**config.mk**
```make
export PLATFORM = sky130hd
export DESIGN_NAME = main_decoder_fsm
export DESIGN_NICKNAME = d
export VERILOG_FILES = /design/src/rtl/main_decoder_fsm.sv
export SDC_FILE = /design/constraint.sdc
export NUM_CORES = 1
export LEC_CHECK = 0
export CAP_MARGIN = 20
export CORE_AREA = 2 2 76 78
export CTS_BUF_LIST = sky130_fd_sc_hd__clkbuf_4 sky130_fd_sc_hd__clkbuf_8
export DETAILED_ROUTE_END_ITERATION = 7
export DIE_AREA = 0 0 78 80
export GPL_ROUTABILITY_DRIVEN = 0
export PLACE_DENSITY = 0.63
export SLEW_MARGIN = 20
export SYNTH_ARGS = -nofsm -noshare
export SYNTH_HDL_FRONTEND = slang
export SYNTH_SLANG_ARGS = --single-unit
```
**constraint.sdc**
```tcl
create_clock -name clk -period 2.75 [get_ports clk]
set_clock_uncertainty 0.1 [all_clocks]
set_input_delay 0.55 -clock clk [delete_from_list [all_inputs] [get_ports clk]]
set_output_delay 0.55 -clock clk [all_outputs]
set_load 0.02 [all_outputs]
```
**src/rtl/main_decoder_fsm.sv**
```systemverilog
// RV32I main decoder with registered controls, LSU wait handling and trap flags.
// Handshake: an instruction transfers on a rising edge where instr_valid && in_ready; in_ready is high only in RUN.
module main_decoder_fsm #(
    parameter int AOP_W       = 5,
    parameter int MEMI_W      = 5,
    parameter int MEM_TIMEOUT = 16,
    parameter bit SYS_EN      = 1'b1
) (
    input  logic              clk,
    input  logic              rst_n,
    input  logic              instr_valid,
    input  logic [31:0]       instr,
    output logic              in_ready,
    input  logic              mem_ready,
    input  logic              trap_ack,
    output logic              dec_valid,
    output logic [1:0]        srcA,
    output logic [2:0]        srcB,
    output logic [AOP_W-1:0]  aop,
    output logic [MEMI_W-1:0] memi,
    output logic              mwe,
    output logic              rfwe,
    output logic              ws,
    output logic              jal,
    output logic              jalr,
    output logic              b,
    output logic              enpc,
    output logic              illegal,
    output logic              mem_fault,
    output logic [1:0]        state_dbg
);

    localparam int CNT_W = (MEM_TIMEOUT > 2) ? $clog2(MEM_TIMEOUT) : 1;

    localparam logic [6:0] OPC_OP       = 7'b0110011;
    localparam logic [6:0] OPC_OP_IMM   = 7'b0010011;
    localparam logic [6:0] OPC_LOAD     = 7'b0000011;
    localparam logic [6:0] OPC_STORE    = 7'b0100011;
    localparam logic [6:0] OPC_BRANCH   = 7'b1100011;
    localparam logic [6:0] OPC_JAL      = 7'b1101111;
    localparam logic [6:0] OPC_JALR     = 7'b1100111;
    localparam logic [6:0] OPC_LUI      = 7'b0110111;
    localparam logic [6:0] OPC_AUIPC    = 7'b0010111;
    localparam logic [6:0] OPC_MISC_MEM = 7'b0001111;
    localparam logic [6:0] OPC_SYSTEM   = 7'b1110011;

    typedef enum logic [1:0] {
        S_RUN      = 2'd0,
        S_MEM_WAIT = 2'd1,
        S_TRAP     = 2'd2
    } state_t;

    typedef struct packed {
        logic              dec_valid;
        logic [1:0]        srca;
        logic [2:0]        srcb;
        logic [AOP_W-1:0]  aop;
        logic [MEMI_W-1:0] memi;
        logic              mwe;
        logic              rfwe;
        logic              ws;
        logic              jal;
        logic              jalr;
        logic              b;
        logic              enpc;
    } ctrl_t;

    state_t            state_q, state_d;
    ctrl_t             ctrl_q, ctrl_d, dec;
    logic              dec_illegal, dec_mem;
    logic              illegal_q, illegal_d;
    logic              fault_q, fault_d;
    logic [CNT_W-1:0]  cnt_q, cnt_d;

    logic [6:0] opcode;
    logic [2:0] f3;
    logic [6:0] f7;

    assign opcode = instr[6:0];
    assign f3     = instr[14:12];
    assign f7     = instr[31:25];

    // Pure decode of the presented word; the FSM decides whether it is used.
    always_comb begin
        dec           = '0;
        dec_illegal   = 1'b0;
        dec_mem       = 1'b0;
        dec.dec_valid = 1'b1;
        dec.enpc      = 1'b1;
        dec.aop       = AOP_W'(f3);
        if (instr[1:0] != 2'b11) begin
            dec_illegal = 1'b1;
        end else begin
            case (opcode)
                OPC_OP: begin
                    if (f7 == 7'h00 || f7 == 7'h20) begin
                        dec.rfwe     = 1'b1;
                        dec.aop[4:3] = instr[31:30];
                    end else begin
                        dec_illegal = 1'b1;
                    end
                end
                OPC_OP_IMM: begin
                    dec.srcb = 3'd1;
                    dec.rfwe = 1'b1;
                    if (f3 == 3'b101) dec.aop[4:3] = instr[31:30];
                end
                // Loads hold rfwe low until the data returns; ws marks the pending write.
                OPC_LOAD: begin
                    dec.srcb = 3'd1;
                    dec.ws   = 1'b1;
                    dec.memi = MEMI_W'({2'b10, f3});
                    dec.enpc = 1'b0;
                    dec_mem  = 1'b1;
                end
                OPC_STORE: begin
                    dec.srcb = 3'd3;
                    dec.memi = MEMI_W'({2'b11, f3});
                    dec.mwe  = 1'b1;
                    dec.enpc = 1'b0;
                    dec_mem  = 1'b1;
                end
                OPC_BRANCH: begin
                    dec.b        = 1'b1;
                    dec.aop[4:3] = 2'b11;
                end
                OPC_JAL: begin
                    dec.srca = 2'd1;
                    dec.srcb = 3'd4;
                    dec.rfwe = 1'b1;
                    dec.jal  = 1'b1;
                end
                OPC_JALR: begin
                    if (f3 == 3'b000) begin
                        dec.srca = 2'd1;
                        dec.srcb = 3'd4;
                        dec.rfwe = 1'b1;
                        dec.jalr = 1'b1;
                    end else begin
                        dec_illegal = 1'b1;
                    end
                end
                OPC_LUI: begin
                    dec.srca = 2'd2;
                    dec.srcb = 3'd2;
                    dec.rfwe = 1'b1;
                end
                OPC_AUIPC: begin
                    dec.srca = 2'd1;
                    dec.srcb = 3'd2;
                    dec.rfwe = 1'b1;
                end
                OPC_MISC_MEM: dec.aop = '0;
                OPC_SYSTEM: begin
                    if (SYS_EN) dec.aop = '0;
                    else        dec_illegal = 1'b1;
                end
                default: dec_illegal = 1'b1;
            endcase
        end
    end

    always_comb begin
        state_d   = state_q;
        ctrl_d    = '0;
        illegal_d = illegal_q;
        fault_d   = fault_q;
        cnt_d     = cnt_q;
        case (state_q)
            S_RUN: begin
                if (instr_valid) begin
                    if (dec_illegal) begin
                        state_d   = S_TRAP;
                        illegal_d = 1'b1;
                    end else if (dec_mem) begin
                        state_d = S_MEM_WAIT;
                        ctrl_d  = dec;
                        cnt_d   = '0;
                    end else begin
                        ctrl_d = dec;
                    end
                end
            end
            S_MEM_WAIT: begin
                // Completion is checked before expiry so a late mem_ready still wins.
                if (mem_ready) begin
                    ctrl_d      = ctrl_q;
                    ctrl_d.memi = '0;
                    ctrl_d.mwe  = 1'b0;
                    ctrl_d.rfwe = ctrl_q.ws;
                    ctrl_d.enpc = 1'b1;
                    cnt_d       = '0;
                    state_d     = S_RUN;
                end else if (cnt_q == CNT_W'(MEM_TIMEOUT - 1)) begin
                    cnt_d   = '0;
                    fault_d = 1'b1;
                    state_d = S_TRAP;
                end else begin
                    ctrl_d = ctrl_q;
                    cnt_d  = cnt_q + 1'b1;
                end
            end
            S_TRAP: begin
                if (trap_ack) begin
                    illegal_d = 1'b0;
                    fault_d   = 1'b0;
                    state_d   = S_RUN;
                end
            end
            default: state_d = S_RUN;
        endcase
    end

    always_ff @(posedge clk) begin
        if (!rst_n) begin
            state_q   <= S_RUN;
            ctrl_q    <= '0;
            illegal_q <= 1'b0;
            fault_q   <= 1'b0;
            cnt_q     <= '0;
        end else begin
            state_q   <= state_d;
            ctrl_q    <= ctrl_d;
            illegal_q <= illegal_d;
            fault_q   <= fault_d;
            cnt_q     <= cnt_d;
        end
    end

    assign in_ready  = (state_q == S_RUN);
    assign state_dbg = state_q;
    assign dec_valid = ctrl_q.dec_valid;
    assign srcA      = ctrl_q.srca;
    assign srcB      = ctrl_q.srcb;
    assign aop       = ctrl_q.aop;
    assign memi      = ctrl_q.memi;
    assign mwe       = ctrl_q.mwe;
    assign rfwe      = ctrl_q.rfwe;
    assign ws        = ctrl_q.ws;
    assign jal       = ctrl_q.jal;
    assign jalr      = ctrl_q.jalr;
    assign b         = ctrl_q.b;
    assign enpc      = ctrl_q.enpc;
    assign illegal   = illegal_q;
    assign mem_fault = fault_q;

endmodule

```
# == After elaboration in Yosys (flattened, before gate mapping) ==
# Cells that the tools add are included.
# word_totals
latchBits,0
word_cells,111
ram_bits,0
n_memories,0
mem_bits_ro,0
inputBits,37
ff_bits,31
# op_classes
div,0
bitwise,0
n_eq_ne,26
add_sub_neg,1
n_lt_le_gt_ge,0
shifts,0
reduce_logical,19
mux,49
n_mul,0
# ops
operator,count
$mux 23,4
$pmux 23 s2,1
$eq 7x6->1 const B,4
$eq 7x7->1 const B,4
$mux 4,6
$mux 22,1
$mux 1,18
$pmux 2 s3,3
$mux 2,8
$reduce_and 4->1,4
$pmux 3 s5,1
$eq 7x5->1 const B,2
$ne 2x2->1 const B,6
$pmux 5 s2,1
$reduce_or 2->1,5
$reduce_or 9->1,1
$pmux 4 s2,1
$eq 7x2->1 const B,1
$eq 7x4->1 const B,1
$logic_not 7->1,1
$pmux 1 s3,2
$reduce_bool 2->1,3
$add 4x1->4 const B,1
$eq 4x4->1 const B,1
other kinds (13),15

# == Longest topological paths before layout ==
# Gate-level depths: netlist of the first run.
# depth
depth_word,8
ltp_mapped,8
depth_no_buf,6

# == Least setup slack after synthesis of the first run ==
# OpenSTA, ideal clock, no wires.
# synth_timing
path_kind,input to register
from,input instr[2]
to,register ctrl_q (netlist bit aop[3])
required_time_ps,2581
arrival_ps,2078
path_slack_ps,503
path_stages,6
cell_sequence,nor2b_1 > mux2_4 > o22ai_2 > nand4_4 > or4_1 > o21ai_1
# synth_via
elab_chain_cells,7
# synth_lines
element,line,rtl
"start, declared",12,"input logic [31:0] instr,"
"$eq 7x7->1, or another cell as far along",94,case (opcode)
$reduce_or 9->1 (no source line),-,
$pmux 1 s3,94,
$mux 1,91,if (instr[1:0] != 2'b11) begin
$mux 23 *,172,if (dec_illegal) begin
$mux 23 *,171,if (instr_valid) begin
$pmux 23 s2 *,169,case (state_q)
"end signal, assigned",223,ctrl_q <= ctrl_d;
"end, declared",69,"ctrl_t ctrl_q, ctrl_d, dec;"
# Mark *: on every way between the ends. The rest lies on a longest branch, timed or not.
# A chain may end at the register's enable or synchronous reset.

# == Worst setup path in the final report of the first run ==
# Ends and elaborated chain as after synthesis.

==> impl_metrics.yaml, run 1 <==
run_status:
  status: "completed"
timing:
  slew_headroom_pct: 71.2
  timing.final.crit_share_pct: 89.9
  worstMarginPinSlew_ns: 0.430
  fin_crit_ns: 2.47
  tns_ns: 0
  timing_hold_violations_final: 0
  max_clock_freq_ghz: 0.405
  rsz0062_at_grt: "no"
  finalSetupViolCount: 0
  final-max-slew-violation-count: 0
clocking:
  clock-sinks: 31
  clkTransAtPathRegs_ns: 0.06
  cts_buffer_depth: 2
  cts_hold_buffers: 0
  cts_tree: "built"
  cts-root-buf: "clkbuf_8"
  postCtsSetupBuffers: 0
  clk_latency_ns: 0.28
  post_cts_resize_count: 0
  cts-buffers-inserted: 5
  cts-htree-levels: 2
yosys:
  synth_largest_type_area_fraction_pct: 41.8
  ys_seq_area_share_pct: 41.8
  syn-instance-count: 176
  synth_cell_type_count: 46
  synth-edff-count: 0
  synth_area_um2: 1490
  async_reset_ff_share_pct: 0
  synth_ff_type: "dfxtp_1"
  yosysMostFrequentCell: "dfxtp_1"
  yosysTopAreaCell: "dfxtp_1"
  syn-mean-instance-area_um2: 8.44
  ys_warn_count: 0
  synth_nets: 214
  synth_seq_cells: 31
  synth_common_cells: "dfxtp_1, nor2_1, o21ai_0"
  synth_area_leaders: "dfxtp_1, o21ai_0, nor2_1"
drt:
  avgViaCountPerCell: 4.98
  drt_wl_total_um: 4250
  dr.pass1.iters: 5
  ant_nets: 0
  drc_errors: 0
  routedWlPerCell_um: 13.3
  drt_iter0_drc: 122
  num_vias: 1589
global_route:
  antenna_found_initial: 0
  grt_max_degree: 15
  grt_pass1_wl_um: 6970
  grt_pass1_vias: 1445
  track_usage_pct: 14.2
  gr-total-overflow: 0
floorplanning:
  die_w_um: 78
  die_h_um: 80
  coreArea_um2: 5410
  initial_core_util_pct: 27.5
  pin_count: 65
  die-area_um2: 6240
  rows: 27
power_and_ir_drop:
  p_leak_nw: 0.849
  power_density_nw_per_um2: 431
  power_mw: 0.992
  ir_worst_vdd_v: 0.000211
critical_path:
  crit_arrival_ns: 2.59
  crit_path_start_kind: "primary input"
  cp_max_fo: 2
  path_class: "primary input to flip-flop"
  crit_path_end_kind: "flip-flop"
  reg2reg_slack_ns: 0.88
  slowest_delay_ns: 0.54
  crit_start: "instr[2]"
  crit_slowest_cell: "or4_1"
  r2r_start: "state_dbg[1]"
  path_cells: "clkdlybuf4s50_1, nor2b_1, mux2_4, o22ai_2, nand4_4, or4_1, o21ai_1"
  cp.required_ns: 2.87
hold_path:
  hp-class: "flip-flop to flip-flop"
  min_from: "aop[3]"
placed_design:
  dpl.hpwl_um: 3200
  portBuffers: 49
final_layout:
  fillers: 555
  final_nets: 284
  area_delta_synth_final_pct: 55.1
  diodes: 0
  layout-drive-gt1-share_pct: 15.8
job:
  drv_cap: 0
[where the power goes]
part	internal [mW]	total (mW)	switching, mW
sequential	0.453	0.458	0.00543
combinational	0.0704	0.132	0.0613
clock	0.227	0.402	0.175
total	0.750	0.992	0.242
[cells by family after synthesis]
logic type	Yosys count	share of synthesized area, %
adders and majority gates	1	0.842
and+or+nand+nor	71	25.5
muxes	1	1.01
DFF	31	41.8
buffers and inverters	13	3.87
AOI/OAI and AO/OA	59	27.0
[registers in the layout (all words and copies together) (netlist names)]
| name | count |
|---|---|
| mem_fault | 1 |
| aop | 5 |
| memi | 5 |
| illegal | 1 |
| rfwe | 1 |
| enpc | 1 |
| jalr | 1 |
| state_dbg | 2 |
| ws | 1 |
| srcB | 3 |
| dec_valid | 1 |
| jal | 1 |
| srcA | 2 |
| mwe | 1 |
| cnt_q | 4 |
| b | 1 |
[worst max-delay path, delay by kind of cell]
kind                   cells  cell delay, ns
buffers and inverters      1            0.47
AO/OA/AOI/OAI              2            0.37
multiplexers               1            0.33
AND/OR/NAND/NOR            3            0.87
[path summary, 6_finish.rpt]
check / endpoint / cells past startpoint
worst max-delay path: aop[3] / 7
worst min-delay path: aop[3] / 2
worst max register to register: aop[3] / 5
worst min register to register: aop[3] / 2
[per-stage QoR]
step / hold WS (ns) / util [%] / area [um2] / setup WS (ns) / instances
floorplan: 0.332 / - / 1490 / 0.503 / 176
global placement: 0.338 / 40.7 / 2200 / 0.0367 / 311
detailed placement: 0.337 / 40.7 / 2200 / 0.00831 / 311
CTS: 0.346 / 42.6 / 2300 / 0.300 / 319
global route: 0.378 / 42.6 / 2300 / 0.178 / 319
finish: 0.342 / 42.6 / 2300 / 0.279 / 319
[placed cells by master (no fill, tap or decap), types with 2 or more instances in the layout]
| cell | instances |
|---|---|
| dfxtp_1 | 31 |
| o311a_1 | 2 |
| o21ai_0 | 18 |
| nor2b_1 | 3 |
| a22o_1 | 7 |
| clkbuf_8 | 7 |
| nor3_1 | 7 |
| inv_1 | 3 |
| nand2_1 | 16 |
| and3b_1 | 2 |
| a21oi_1 | 13 |
| o21ai_1 | 2 |
| nand2b_1 | 2 |
| a32o_1 | 4 |
| buf_4 | 24 |
| nand4_1 | 3 |
| clkdlybuf4s50_1 | 49 |
| nor2_1 | 19 |
| nand3_1 | 8 |
[metal layers]
| metal | share of wire (%) | global-route usage (%) | wire length, um |
|---|---|---|---|
| met5 | 0 | 0 | 0 |
| met4 | 1.4 | 5.26 | 58 |
| met3 | 7.4 | 4.07 | 315 |
| met2 | 44 | 22.3 | 1850 |
| met1 | 48 | 18.6 | 2030 |
[area by class of cell]
cell class	instances	area [um2]	share of cell area, %
Inverter	3	11.3	0.489
Sequential cell	31	621	26.9
Multi-Input combinational cell	132	807	35.0
Clock inverter	1	7.51	0.326
Timing Repair Buffer	73	671	29.1
Clock buffer	7	96.3	4.18
Tap cell	72	90.1	3.91
Power figures use the tool's default switching activity.
==> run 2: changes to the inputs <==
Settings changed: CORE_AREA 2 2 76 78 to 2 2 74 76, DIE_AREA 0 0 78 80 to 0 0 76 78, PLACE_DENSITY 0.63 to 0.66, RECOVER_POWER set to 25.
==> impl_metrics.yaml, run 2 (synthesis results as in run 1) <==
job:
  drv_cap: 0
drt:
  ant_nets: 0
  dr.pass1.iters: 4
  met3_length_um: 232
  avgViaCountPerCell: 5.06
  drt_wl_total_um: 4400
  drt_iter0_drc: 114
  drc_errors: 0
  drt-met1-wl_um: 2060
  wl_met2_um: 2040
  num_vias: 1619
  routedWlPerCell_um: 13.8
  top_layer_used: "met4"
final_layout:
  final_cell_mix: "clkdlybuf4s50_1, dfxtp_1, buf_4, nor2_1, o21ai_0"
  diodes: 0
  layout-drive-gt1-share_pct: 16.8
  area_delta_synth_final_pct: 56.4
  final_common_cell: "clkdlybuf4s50_1"
  final_nets: 287
timing:
  timing_hold_violations_final: 0
  timing.final.crit_share_pct: 90.3
  rsz0062_at_grt: "no"
  fin_crit_ns: 2.48
  hold_slack_ns: 0.346
  max_clock_freq_ghz: 0.403
  finalSetupViolCount: 0
  worstMarginPinSlew_ns: 0.466
  slew_headroom_pct: 68.8
  tns_ns: 0
  final-max-slew-violation-count: 0
critical_path:
  cp_max_fo: 3
  crit_slowest_cell: "or4_1"
  crit_path_start_kind: "primary input"
  crit_path_end_kind: "flip-flop"
  path_cells: "clkdlybuf4s50_1, nor2b_1, mux2_4, o22ai_2, nand4_4, or4_1, o21ai_1"
  crit_arrival_ns: 2.61
  slowest_delay_ns: 0.54
  cp_num_buf_inv: 1
  cp.required_ns: 2.87
  path_class: "primary input to flip-flop"
  critPathTopFamily: "simple AND/OR/NAND/NOR gates"
floorplanning:
  die-area_um2: 5930
  initial_core_util_pct: 29.5
  die_h_um: 78
  die_w_um: 76
  coreArea_um2: 5040
  pin_count: 65
  rows: 26
global_route:
  grt_max_degree: 15
  grt_pass1_vias: 1548
  gr-total-overflow: 0
  grt_pass1_wl_um: 7160
  antenna_found_initial: 0
  track_usage_pct: 15.2
power_and_ir_drop:
  power.share.clock_pct: 40.7
  power_density_nw_per_um2: 429
  combinationalPowerShare_pct: 13.4
  seqPwrFrac_pct: 46.0
  p_sw_mw: 0.245
  p_int_mw: 0.751
  power_mw: 0.996
  ir_worst_vdd_v: 0.000252
  p_leak_nw: 0.909
  switching_share_pct: 24.6
clocking:
  clkTransAtPathRegs_ns: 0.07
  clock-sinks: 31
  cts-root-buf: "clkbuf_8"
  cts-buffers-inserted: 5
  post_cts_resize_count: 0
  cts_hold_buffers: 0
  cts_tree: "built"
  cts_buffer_depth: 2
  clk_latency_ns: 0.28
  cts-htree-levels: 2
  postCtsSetupBuffers: 0
placed_design:
  portBuffers: 49
  dpl.hpwl_um: 3340
hold_path:
  hp-class: "flip-flop to flip-flop"
run_status:
  status: "completed"
==> run 2: stage by stage <==
step	std cells	instance area (um2)	setup WS [ns]	util (%)
after CTS	320	2320	0.274	46.1
final	320	2320	0.267	46.1
after detailed placement	312	2220	-0.0326	44.0
after global routing	320	2320	0.145	46.1
after global placement	312	2220	-0.00930	44.0
after floorplan	176	1490	0.503	-
==> run 2: area by class of cell <==
class / count / area [um2]
Clock buffer: 7 / 96.3
Clock inverter: 1 / 7.51
Fill cell: 501 / 2720
Inverter: 3 / 11.3
Multi-Input combinational cell: 132 / 807
Sequential cell: 31 / 621
Tap cell: 70 / 87.6
Timing Repair Buffer: 76 / 693
==> run 2: power groups by stage <==
stage | logic (mW) | registers [mW] | clock network, mW
2_1_floorplan | 0.0553 | 0.469 | 0
3_3_place_gp | 0.132 | 0.468 | 0
3_5_place_dp | 0.133 | 0.468 | 0
4_1_cts | 0.134 | 0.458 | 0.417
5_1_grt | 0.145 | 0.458 | 0.435
6_report | 0.133 | 0.458 | 0.405
==> run 2: tightest hold or removal path, stage by stage, from the launching register on <==
cell     delay [ns]
dfxtp_1        0.31
nand2_1        0.05
o21ai_1        0.05
==> run 2: worst paths after layout <==
path	end	start	slack (ns)	depth (start not counted)
worst min-delay path	aop[4]	aop[4]	0.35	2
worst max-delay path	aop[3]	instr[2]	0.27	7
worst min register to register	aop[4]	aop[4]	0.35	2
worst max register to register	aop[3]	state_dbg[1]	0.88	5
==> run 2: per-layer routing <==
layer	global-route usage, %	up-vias
met4	6.55	0
met3	4.42	5
met5	0	-
met1	18.4	756
li1	-	806
met2	25.2	52
